--- config.mk ---
export PLATFORM = sky130hd
export DESIGN_NAME = lspc_timer_ctrl
export DESIGN_NICKNAME = d
export VERILOG_FILES = /design/src/rtl/neo_lspc_pkg.sv /design/src/rtl/lspc_timer_counter.sv /design/src/rtl/lspc_timer_ctrl.sv
export SDC_FILE = /design/constraint.sdc
export NUM_CORES = 1
export LEC_CHECK = 0
export CAP_MARGIN = 15
export CORE_UTILIZATION = 50
export DETAILED_ROUTE_END_ITERATION = 8
export PLACE_DENSITY = 0.76
export SLEW_MARGIN = 5
export SYNTH_ARGS = -nofsm -noshare
export SYNTH_HDL_FRONTEND = slang
export SYNTH_SLANG_ARGS = --single-unit
--- constraint.sdc ---
create_clock -name i_clk -period 2.2 [get_ports i_clk]
set_input_delay 0.22 -clock i_clk [delete_from_list [all_inputs] [get_ports i_clk]]
set_output_delay 0.22 -clock i_clk [all_outputs]
set_load 0.02 [all_outputs]
--- src/rtl/neo_lspc_pkg.sv ---
// rtl/neo_lspc_pkg.sv - LSPC timer register bit positions, widths and mode decode
package neo_lspc_pkg;

    localparam int          CNT_W_DEF    = 32;
    localparam logic [31:0] RST_LOAD_DEF = 32'hFFFF_FFFF;

    localparam int MODE_TIMER_EN = 4;
    localparam int MODE_RLD_WR   = 5;
    localparam int MODE_RLD_VBL  = 6;
    localparam int MODE_RLD_ZERO = 7;

    localparam int ACK_IRQ3  = 0;
    localparam int ACK_TIMER = 1;
    localparam int ACK_VBL   = 2;
    localparam int ACK_W     = 3;

    typedef struct packed {
        logic rld_zero;
        logic rld_vbl;
        logic rld_wr;
        logic timer_en;
    } lspc_mode_t;

    function automatic lspc_mode_t mode_from_data(input logic [15:0] d);
        lspc_mode_t m;
        m.rld_zero = d[MODE_RLD_ZERO];
        m.rld_vbl  = d[MODE_RLD_VBL];
        m.rld_wr   = d[MODE_RLD_WR];
        m.timer_en = d[MODE_TIMER_EN];
        return m;
    endfunction

endpackage

--- src/rtl/lspc_timer_counter.sv ---
// rtl/lspc_timer_counter.sv - pixel-rate down-counter with prioritised load and zero detect
module lspc_timer_counter
    import neo_lspc_pkg::*;
#(
    parameter int             CNT_W    = CNT_W_DEF,
    parameter logic [CNT_W-1:0] RST_LOAD = '1
) (
    input  logic             i_clk,
    input  logic             i_rst_n,
    input  logic             i_load,
    input  logic [CNT_W-1:0] i_load_val,
    input  logic             i_tick,
    input  logic             i_rld_zero,
    input  logic [CNT_W-1:0] i_reload,
    output logic             o_zero
);

    logic [CNT_W-1:0] r_count;

    assign o_zero = (r_count == '0);

    // CPU/vblank loads win over pixel ticks; without auto-reload zero wraps to all-ones
    always_ff @(posedge i_clk or negedge i_rst_n) begin
        if (!i_rst_n) begin
            r_count <= RST_LOAD;
        end else if (i_load) begin
            r_count <= i_load_val;
        end else if (i_tick) begin
            if (o_zero && i_rld_zero) begin
                r_count <= i_reload;
            end else begin
                r_count <= r_count - CNT_W'(1);
            end
        end
    end

endmodule

--- src/rtl/lspc_timer_ctrl.sv ---
// rtl/lspc_timer_ctrl.sv - LSPC raster timer: mode/reload registers, timer IRQ and IRQ ack strobes
module lspc_timer_ctrl
    import neo_lspc_pkg::*;
#(
    parameter int               CNT_W    = CNT_W_DEF,
    parameter logic [CNT_W-1:0] RST_LOAD = RST_LOAD_DEF[CNT_W-1:0]
) (
    input  logic             i_clk,
    input  logic             i_rst_n,
    input  logic             i_clk_en_pix,
    input  logic             i_vbl_start,
    input  logic             i_wr_mode,
    input  logic             i_wr_timer_hi,
    input  logic             i_wr_timer_lo,
    input  logic             i_wr_irqack,
    input  logic [15:0]      i_wr_data,
    output logic             o_timer_irq,
    output logic             o_timer_irq_en,
    output logic             o_vbl_irq_en,
    output logic             o_wr_ack,
    output logic [ACK_W-1:0] o_ack_bits
);

    lspc_mode_t       r_mode;
    logic [CNT_W-1:0] r_reload;
    logic             r_timer_irq;
    logic             r_wr_ack;
    logic [ACK_W-1:0] r_ack_bits;

    logic [CNT_W-1:0] w_reload_next;
    logic             w_load;
    logic             w_zero;
    logic             w_expire;

    // A load in the same cycle as a reload write must see the freshly written halves
    always_comb begin
        w_reload_next = r_reload;
        if (i_wr_timer_hi) w_reload_next[CNT_W-1:16] = i_wr_data[CNT_W-17:0];
        if (i_wr_timer_lo) w_reload_next[15:0]       = i_wr_data;
    end

    assign w_load   = (i_wr_timer_lo & r_mode.rld_wr) | (i_vbl_start & r_mode.rld_vbl);
    assign w_expire = i_clk_en_pix & w_zero & r_mode.timer_en;

    lspc_timer_counter #(
        .CNT_W    (CNT_W),
        .RST_LOAD (RST_LOAD)
    ) u_counter (
        .i_clk      (i_clk),
        .i_rst_n    (i_rst_n),
        .i_load     (w_load),
        .i_load_val (w_reload_next),
        .i_tick     (i_clk_en_pix),
        .i_rld_zero (r_mode.rld_zero),
        .i_reload   (r_reload),
        .o_zero     (w_zero)
    );

    always_ff @(posedge i_clk or negedge i_rst_n) begin
        if (!i_rst_n) begin
            r_mode      <= '0;
            r_reload    <= RST_LOAD;
            r_timer_irq <= 1'b0;
            r_wr_ack    <= 1'b0;
            r_ack_bits  <= '0;
        end else begin
            if (i_wr_mode) r_mode <= mode_from_data(i_wr_data);
            r_reload    <= w_reload_next;
            r_timer_irq <= w_expire;
            r_wr_ack    <= i_wr_irqack;
            if (i_wr_irqack) begin
                r_ack_bits <= {i_wr_data[ACK_VBL], i_wr_data[ACK_TIMER], i_wr_data[ACK_IRQ3]};
            end
        end
    end

    assign o_timer_irq    = r_timer_irq;
    assign o_timer_irq_en = r_mode.timer_en;
    assign o_vbl_irq_en   = 1'b1;
    assign o_wr_ack       = r_wr_ack;
    assign o_ack_bits     = r_ack_bits;

endmodule
**Word level (Yosys, flattened, before mapping)**

Cells that the tools add are included.

- Add/subtract/negate cells: 1
- Multiplexer cells: 5
- Bitwise logic cells: 5
- Reduce and logical (&&, ||, !) cells: 3

Operators by type and width:

| cell | number |
|---|---|
| 32-bit 2-to-1 mux | 3 |
| 32-bit zero test | 1 |
| 16-bit 2-to-1 mux | 2 |
| 32-bit by 1-bit subtractor with 32-bit output (second input constant) | 1 |
| 1-bit bitwise AND | 4 |
| 2-bit nonzero test | 1 |
| 1-bit logical AND | 1 |
| 1-bit OR | 1 |

- Flip-flop bits (word level): 73
- Output and inout bits: 7

**Logic depth before layout (Yosys ltp)**

Gate-level depths: netlist of run 1.

- Word-level depth: 5
- Gate-level depth with buffers: 8

**By module**

A second synthesis of run 1 with hierarchy kept.

- Cells, all modules: 402
- Area total of the unflattened synthesis: 4229.1 µm²

Modules (own cells, without submodules):

| module | instances | cells each | area an instance (µm²) | seq. area each (µm²) |
|---|---|---|---|---|
| lspc_timer_counter | 1 | 314 | 2562.5 | 840.8 |
| lspc_timer_ctrl | 1 | 88 | 1666.6 | 1066.0 |

**Worst setup path after synthesis of run 1**

No wires, ideal clock.

- Kind: reg2reg
- Start point: reg u_counter.r_count[0]
- End point: reg u_counter.r_count[21]
- Arrival: 1.851 ns
- Data required time: 2.131 ns
- Slack: 0.280 ns
- Stages on the path, launching flop included: 9
- Cell sequence: dfstp_2 -> inv_1 -> ha_1 -> nor4b_4 -> and4_4 -> nand4_2 -> buf_6 -> o311a_1 -> o21ai_2

- Word-level cells in the longest chain between the ends: 5
- Elaborated cells between the ends (all ways): 6
- Those cells by class: 1 x add/sub; 3 x mux; 2 x reduce/logical

Ends and longest elaborated chain:

| element | line | RTL |
|---|---|---|
| from (decl) | lspc_timer_counter.sv:18 | `logic [CNT_W-1:0] r_count;` |
| from (signal assigned) | lspc_timer_counter.sv:27 | `r_count <= i_load_val;` |
| from (signal assigned) | lspc_timer_counter.sv:30 | `r_count <= i_reload;` |
| from (signal assigned) | lspc_timer_counter.sv:32 | `r_count <= r_count - CNT_W'(1);` |
| branches (longest 2 deep; another with 32-bit by 1-bit subtractor with 32-bit output) | - |  |
| 32-bit 2-to-1 mux (*) | lspc_timer_counter.sv:29 | `if (o_zero && i_rld_zero) begin` |
| 32-bit 2-to-1 mux (*) | lspc_timer_counter.sv:28 | `end else if (i_tick) begin` |
| 32-bit 2-to-1 mux (*) | lspc_timer_counter.sv:26 | `end else if (i_load) begin` |

Mark *: on every way between the ends. The select of a mux whose other input is x is not followed.
A chain may end at the register's enable or synchronous reset.

**Worst setup path after layout of run 1**

- Start point: reg u_counter.r_count[0]
- End point: reg u_counter.r_count[30]

The elaborated chain is that of the path after synthesis.

==> impl_metrics.toml, run 1 <==
[run_status]
status = "finished, final reports clean"

[route]
vias = 3264
drt_iter0_drc = 254
avgViaCountPerCell = 6.04
route.detailed.drc = 0
detail-route-antenna-nets = 0
first_pass_iters = 4
wl_per_cell_um = 18.5
wl_um = 9970

[synthesis]
syn_area_mm2 = 0.00402
yosysUniqueCellTypes = 51
syn_nets = 411
yosys-top-cells-area = "dfstp_2 (42%), mux2_2 (10%), dfrtp_1 (5.6%), o21ai_0 (5.0%), nand3_1 (4.5%)"
synth-seq-cells = 73
ys_seq_area_share_pct = 47.4
async_flop_share_pct = 100
synth_cells = 386
yosysTopAreaCell = "dfstp_2"
ys.flop_type = "dfstp_2"
synth_edf_count = 0
ys_warn_count = 0
synth_area_per_cell_um2 = 10.4
yosysMostFrequentCell = "dfstp_2"
synth_common_cells = "dfstp_2 (64), o21ai_0 (40), mux2_2 (37)"
synth.top_cell.area_share_pct = 41.8

[layout]
n_antenna_cell = 0
area_delta_synth_final_pct = 18.8
design_area_mm2 = 0.00478
nNetsFinal = 458
drive_above_1_share_pct = 35.8
final_core_util_pct = 61.5

[sta]
hold-worst-slack_ns = 0.367
finClkSkew_ns = 0.0134
max_freq_mhz = 480
finalWorstSetupSlack_ns = 0.119
finalMaxSlewViolations = 0
finalCritPeriodShare_pct = 94.6
max_slew_margin_pct = 64.4
setup_viol = 0
period_minus_slack_ns = 2.08
hold_viol = 0
worst_pin_slew_ns = 0.533

[worst_setup_path]
path_max_fanout = 5
cp_slowest_cell = "dfstp_2"
start_kind = "flip-flop"
cpPeakStageDelay_ns = 0.38
path_buf_inv = 2
end_kind = "flip-flop"
path_cells = "inv_1, ha_1, nor4b_4, buf_4, nand3_1, nor3_1, xnor2_1, o21ai_0"
cp_data_arrival_time_ns = 2.36
path_class = "reg -> reg"
crit_family = "simple AND/OR/NAND/NOR gates"
required_ns = 2.48

[clock_tree]
ctsRootBufferMaster = "clkbuf_8"
cts_tree = "built"
clkLatencyLatePin_ns = 0.36
clkSinkCount = 73
cts_buffer_depth = 2
clk_pin_slew_ns = 0.08
htree_levels = 3
cts_buffers = 9

[placement]
place_congestion = 0.917
pre_cts_ws_ns = 0.117
dp_hpwl_um = 7120
portBuffers = 29
dpl_cell_area_mm2 = 0.00455

[power_and_ir_drop]
power_mw = 4.00
leakage_nw = 1.84
powerDensity_mw_per_mm2 = 838
ir_drop_v = 0.000439

[global_routing]
grt_use_total_pct = 25.5
grt_pass1_wl_um = 16500
antenna_found_initial = 0
grt_max_degree = 34
grt_pass1_vias = 3289
overflow = 0

[job]
max_cap_viol_count = 0

[die]
dieWidth_um = 91.7
dieArea_mm2 = 0.00841
dieHeight_um = 91.7
initial_core_util_pct = 51.8
coreArea_mm2 = 0.00777
row_count = 32
top_level_ports = 31

[worst_hold_path]
hold_class = "in -> async"
cell type report:
| class | count | area [um2] |
|---|---|---|
| clock buffer | 13 | 159 |
| tap | 102 | 128 |
| timing repair buffer | 58 | 522 |
| inverter | 7 | 26.3 |
| clock inverter | 3 | 40.0 |
| fill | 661 | 2990 |
| sequential | 73 | 1910 |
| multi-input combinational | 284 | 2000 |
where the power goes:
part           switching [mW]  leakage [nW]  internal (mW)
Clock                   0.496         0.103          0.583
Combinational           0.492         0.961          0.468
Sequential              0.264         0.780           1.70
Total                    1.25          1.84           2.75
per-stage QoR:
step / TNS, ns / std cells
2_1_floorplan: 0 / 386
3_3_place_gp: 0 / 522
3_5_place_dp: 0 / 522
4_1_cts: 0 / 539
5_1_grt: -0.0121 / 540
6_report: 0 / 540
kinds of logic (layout without fill, tap and decap cells):
logic type / count (synthesis) / in the layout / share of synthesized area, %
DFF: 73 / 73 / 47.4
and+or+nand+nor: 126 / 126 / 17.7
buffers and inverters: 29 / 81 / 3.30
muxes: 44 / 44 / 12.1
adders and majority gates: 1 / 1 / 0.311
other: 1 / 1 / 0.0932
AOI/OAI and AO/OA: 91 / 91 / 14.5
xor gates and xnor gates: 21 / 21 / 4.57
flip-flops by register name, summed over array words and instances, names as in the netlist:
register,cells
r_mode,3
r_reload,32
o_timer_irq_en,1
o_timer_irq,1
o_ack_bits,3
u_counter.r_count,32
o_wr_ack,1
routing by layer:
metal	share of wire (%)	up-vias	global-route usage (%)
li1	-	1524	-
met1	44	1638	34.6
met2	49	87	40.2
met3	5.1	15	5.22
met4	2.1	0	10.2
met5	0	-	0
final timing paths:
path                                             startpoint                                end  slack, ns  cells after the start
setup / recovery           u_counter.r_count[0]$_DFFE_PN1P_  u_counter.r_count[30]$_DFFE_PN1P_       0.12                      8
hold / removal                                      i_rst_n                 o_wr_ack$_DFF_PN0_       0.37                      2
setup reg to reg           u_counter.r_count[0]$_DFFE_PN1P_  u_counter.r_count[30]$_DFFE_PN1P_       0.12                      8
hold reg to reg            u_counter.r_count[0]$_DFFE_PN1P_   u_counter.r_count[0]$_DFFE_PN1P_       0.51                      2
max in group asynchronous                           i_rst_n             r_reload[10]$_DFF_PN1_       1.10                      3
min in group i_clk                              i_wr_irqack                 o_wr_ack$_DFF_PN0_       0.42                      1
layout by cell type (no fill, tap or decap), types with 3 or more instances in the layout:
cell and instances:
or3_1 3, nor3_1 21, a21oi_1 4, o21ai_0 40, nor4_1 6, clkdlybuf4s50_1 28
a21o_1 11, mux2_2 37, xnor2_1 16, and4_1 3, nor3_2 3, nand2_1 28
o211ai_1 14, nand4_1 4, nor2_1 10, inv_1 7, nand3_1 36, xor2_1 5
dfrtp_1 9, dfstp_2 64, o21ai_1 3, buf_4 26, mux2i_1 7, clkbuf_8 11
what timing repair did:
item | in CTS | in global routing
setup buffers | 0 | 1
gates resized for setup | 0 | 2
hold endpoints to repair | 8 | 0
setup endpoints to repair | 0 | 2
hold buffers | 1 | 0
Note: power is estimated with default switching activity, not from simulation.
==> run 2: changes to the inputs <==
Settings changed: CORE_MARGIN set to 2.
==> run 2 against run 1 <==
Effect of this change:
- clock skew decreased by 0.0051 ns
- critical endpoint is now u_counter.r_count[0]$_DFFE_PN1P_
- cell area decreased by 0.71%
- largest cell class unchanged
- sequential power about the same
- clock power about the same
- cell count decreased by 0.93%
- utilization decreased by 0.43 points
- total power about the same
- global-route usage decreased by 0.56 points
==> impl_metrics.toml, run 2 (same netlist as run 1, synthesis figures left out) <==
[run_status]
status = "finished, final reports clean"

[worst_hold_path]
hold_class = "in -> async"

[worst_setup_path]
crit_family = "simple AND/OR/NAND/NOR gates"
path_max_fanout = 7
start_kind = "flip-flop"
cpPeakStageDelay_ns = 0.46
path_cells = "inv_1, ha_1, nor4b_4, buf_4, nand3_1, o41ai_1, nand3_1, nand3_1"
path_class = "reg -> reg"
cp_data_arrival_time_ns = 2.36
reg2reg_depth = 8
regToRegStartpoint = "u_counter.r_count[0]$_DFFE_PN1P_"
path_buf_inv = 2
cp_common_cell = "nand3_1"
r2r-end = "u_counter.r_count[0]$_DFFE_PN1P_"
required_ns = 2.49
r2r_slack_ns = 0.13
cp_slowest_cell = "o41ai_1"
end_kind = "flip-flop"

[layout]
mostFrequentLayoutCells = "dfstp_2 (64), o21ai_0 (40), mux2_2 (37)"
design_area_mm2 = 0.00474
largestRegisters = "r_reload (32), u_counter.r_count (32)"
mostFrequentLayoutCell = "dfstp_2"
nNetsFinal = 453
drive_above_1_share_pct = 35.8
n_antenna_cell = 0
area_delta_synth_final_pct = 17.9

[power_and_ir_drop]
powerDensity_mw_per_mm2 = 843
switching_share_pct = 32.8
seqPwrFrac_pct = 48.9
combPwrFrac_pct = 24.0
leakage_nw = 1.80
switchingPower_mw = 1.31
ir_drop_v = 0.000399
clkPwrFrac_pct = 27.0
intPower_mw = 2.69

[global_routing]
grt_pass1_wl_um = 17100
grt_pass1_vias = 3354
grt_max_degree = 74
antenna_found_initial = 0
grt_use_total_pct = 24.9
overflow = 0

[route]
vias = 3285
detail-route-antenna-nets = 0
drt_iter0_drc = 282
route.detailed.drc = 0
wl_per_cell_um = 18.9
wl_um = 10100
first_pass_iters = 5
avgViaCountPerCell = 6.14

[sta]
finalMaxSlewViolations = 0
finalCritPeriodShare_pct = 94.2
period_minus_slack_ns = 2.07
max_freq_mhz = 482
finClkSkew_ns = 0.00827
setup_viol = 0
max_slew_margin_pct = 61.6
worst_pin_slew_ns = 0.575
hold_viol = 0
tns_ns = 0

[die]
dieArea_mm2 = 0.00878
top_level_ports = 31
row_count = 32
dieWidth_um = 93.7
initial_core_util_pct = 51.8
coreArea_mm2 = 0.00777
dieHeight_um = 93.7

[job]
max_cap_viol_count = 0

[clock_tree]
cts_buffer_depth = 2
post-cts-setup-buffer-count = 0
clkSinkCount = 73
clkLatencyLatePin_ns = 0.35
ctsRootBufferMaster = "clkbuf_8"
cts_buffers = 9
cts_tree = "built"
htree_levels = 3
clk_pin_slew_ns = 0.08

[placement]
dpl_cell_area_mm2 = 0.00452
place_congestion = 0.984
dp_hpwl_um = 7130
portBuffers = 29
run 2: routing by layer:
layer / vias up / wire, um / GRT usage, %
met2: 114 / 4910 / 39.9
met1: 1645 / 4520 / 34.9
li1: 1508 / - / -
met5: - / 0 / 0
met4: 0 / 169 / 7.61
met3: 18 / 519 / 4.09
run 2: repair_timing:
action                                 in CTS  in global routing
endpoints found under the hold margin       9                  0
setup endpoints to repair                   0                  2
hold buffers                                1                  0
resized for setup                           0                  2
run 2: layout make-up:
cell class                      instances  area [um2]
Clock inverter                          7        78.8
Timing Repair Buffer                   53         480
Sequential cell                        73        1910
Clock buffer                            9         124
Multi-Input combinational cell        284        2000
Fill cell                             658        3020
Inverter                                7        26.3
Tap cell                              102         128
run 2: through the flow:
step | hold WS [ns] | power, mW | utilization [%] | instances | setup WS, ns
floorplan | -0.0756 | 2.53 | - | 386 | 0.280
global placement | 0.273 | 2.88 | 58.2 | 518 | 0.217
detailed placement | 0.278 | 2.91 | 58.2 | 518 | 0.150
CTS | 0.421 | 4.00 | 60.9 | 535 | 0.134
global route | 0.446 | 4.21 | 61.1 | 535 | -0.000128
finish | 0.412 | 4.00 | 61.1 | 535 | 0.127
run 2: worst max-delay path by stage:
stage                                            from                                end  slack [ns]  depth (start not counted)
finish               u_counter.r_count[0]$_DFFE_PN1P_   u_counter.r_count[0]$_DFFE_PN1P_        0.13                          8
global route         u_counter.r_count[0]$_DFFE_PN1P_   u_counter.r_count[0]$_DFFE_PN1P_     -0.0001                          8
CTS                  u_counter.r_count[0]$_DFFE_PN1P_   u_counter.r_count[8]$_DFFE_PN1P_        0.13                          7
detailed placement   u_counter.r_count[0]$_DFFE_PN1P_   u_counter.r_count[8]$_DFFE_PN1P_        0.15                          7
global placement    u_counter.r_count[21]$_DFFE_PN1P_  u_counter.r_count[29]$_DFFE_PN1P_        0.22                          5
floorplan            u_counter.r_count[0]$_DFFE_PN1P_  u_counter.r_count[21]$_DFFE_PN1P_        0.28                          8
run 2: worst min-delay path: stages:
cell	delay, ns
dlygate4sd3_1	0.52
buf_2	0.12
buf_12	0.32
run 2: power by group through the flow:
stage | registers, mW | logic (mW) | clock network [mW]
floorplan | 1.91 | 0.621 | 0
global placement | 1.95 | 0.930 | 0
detailed placement | 1.96 | 0.950 | 0
CTS | 1.95 | 0.957 | 1.10
global route | 1.99 | 1.07 | 1.16
finish | 1.96 | 0.961 | 1.08
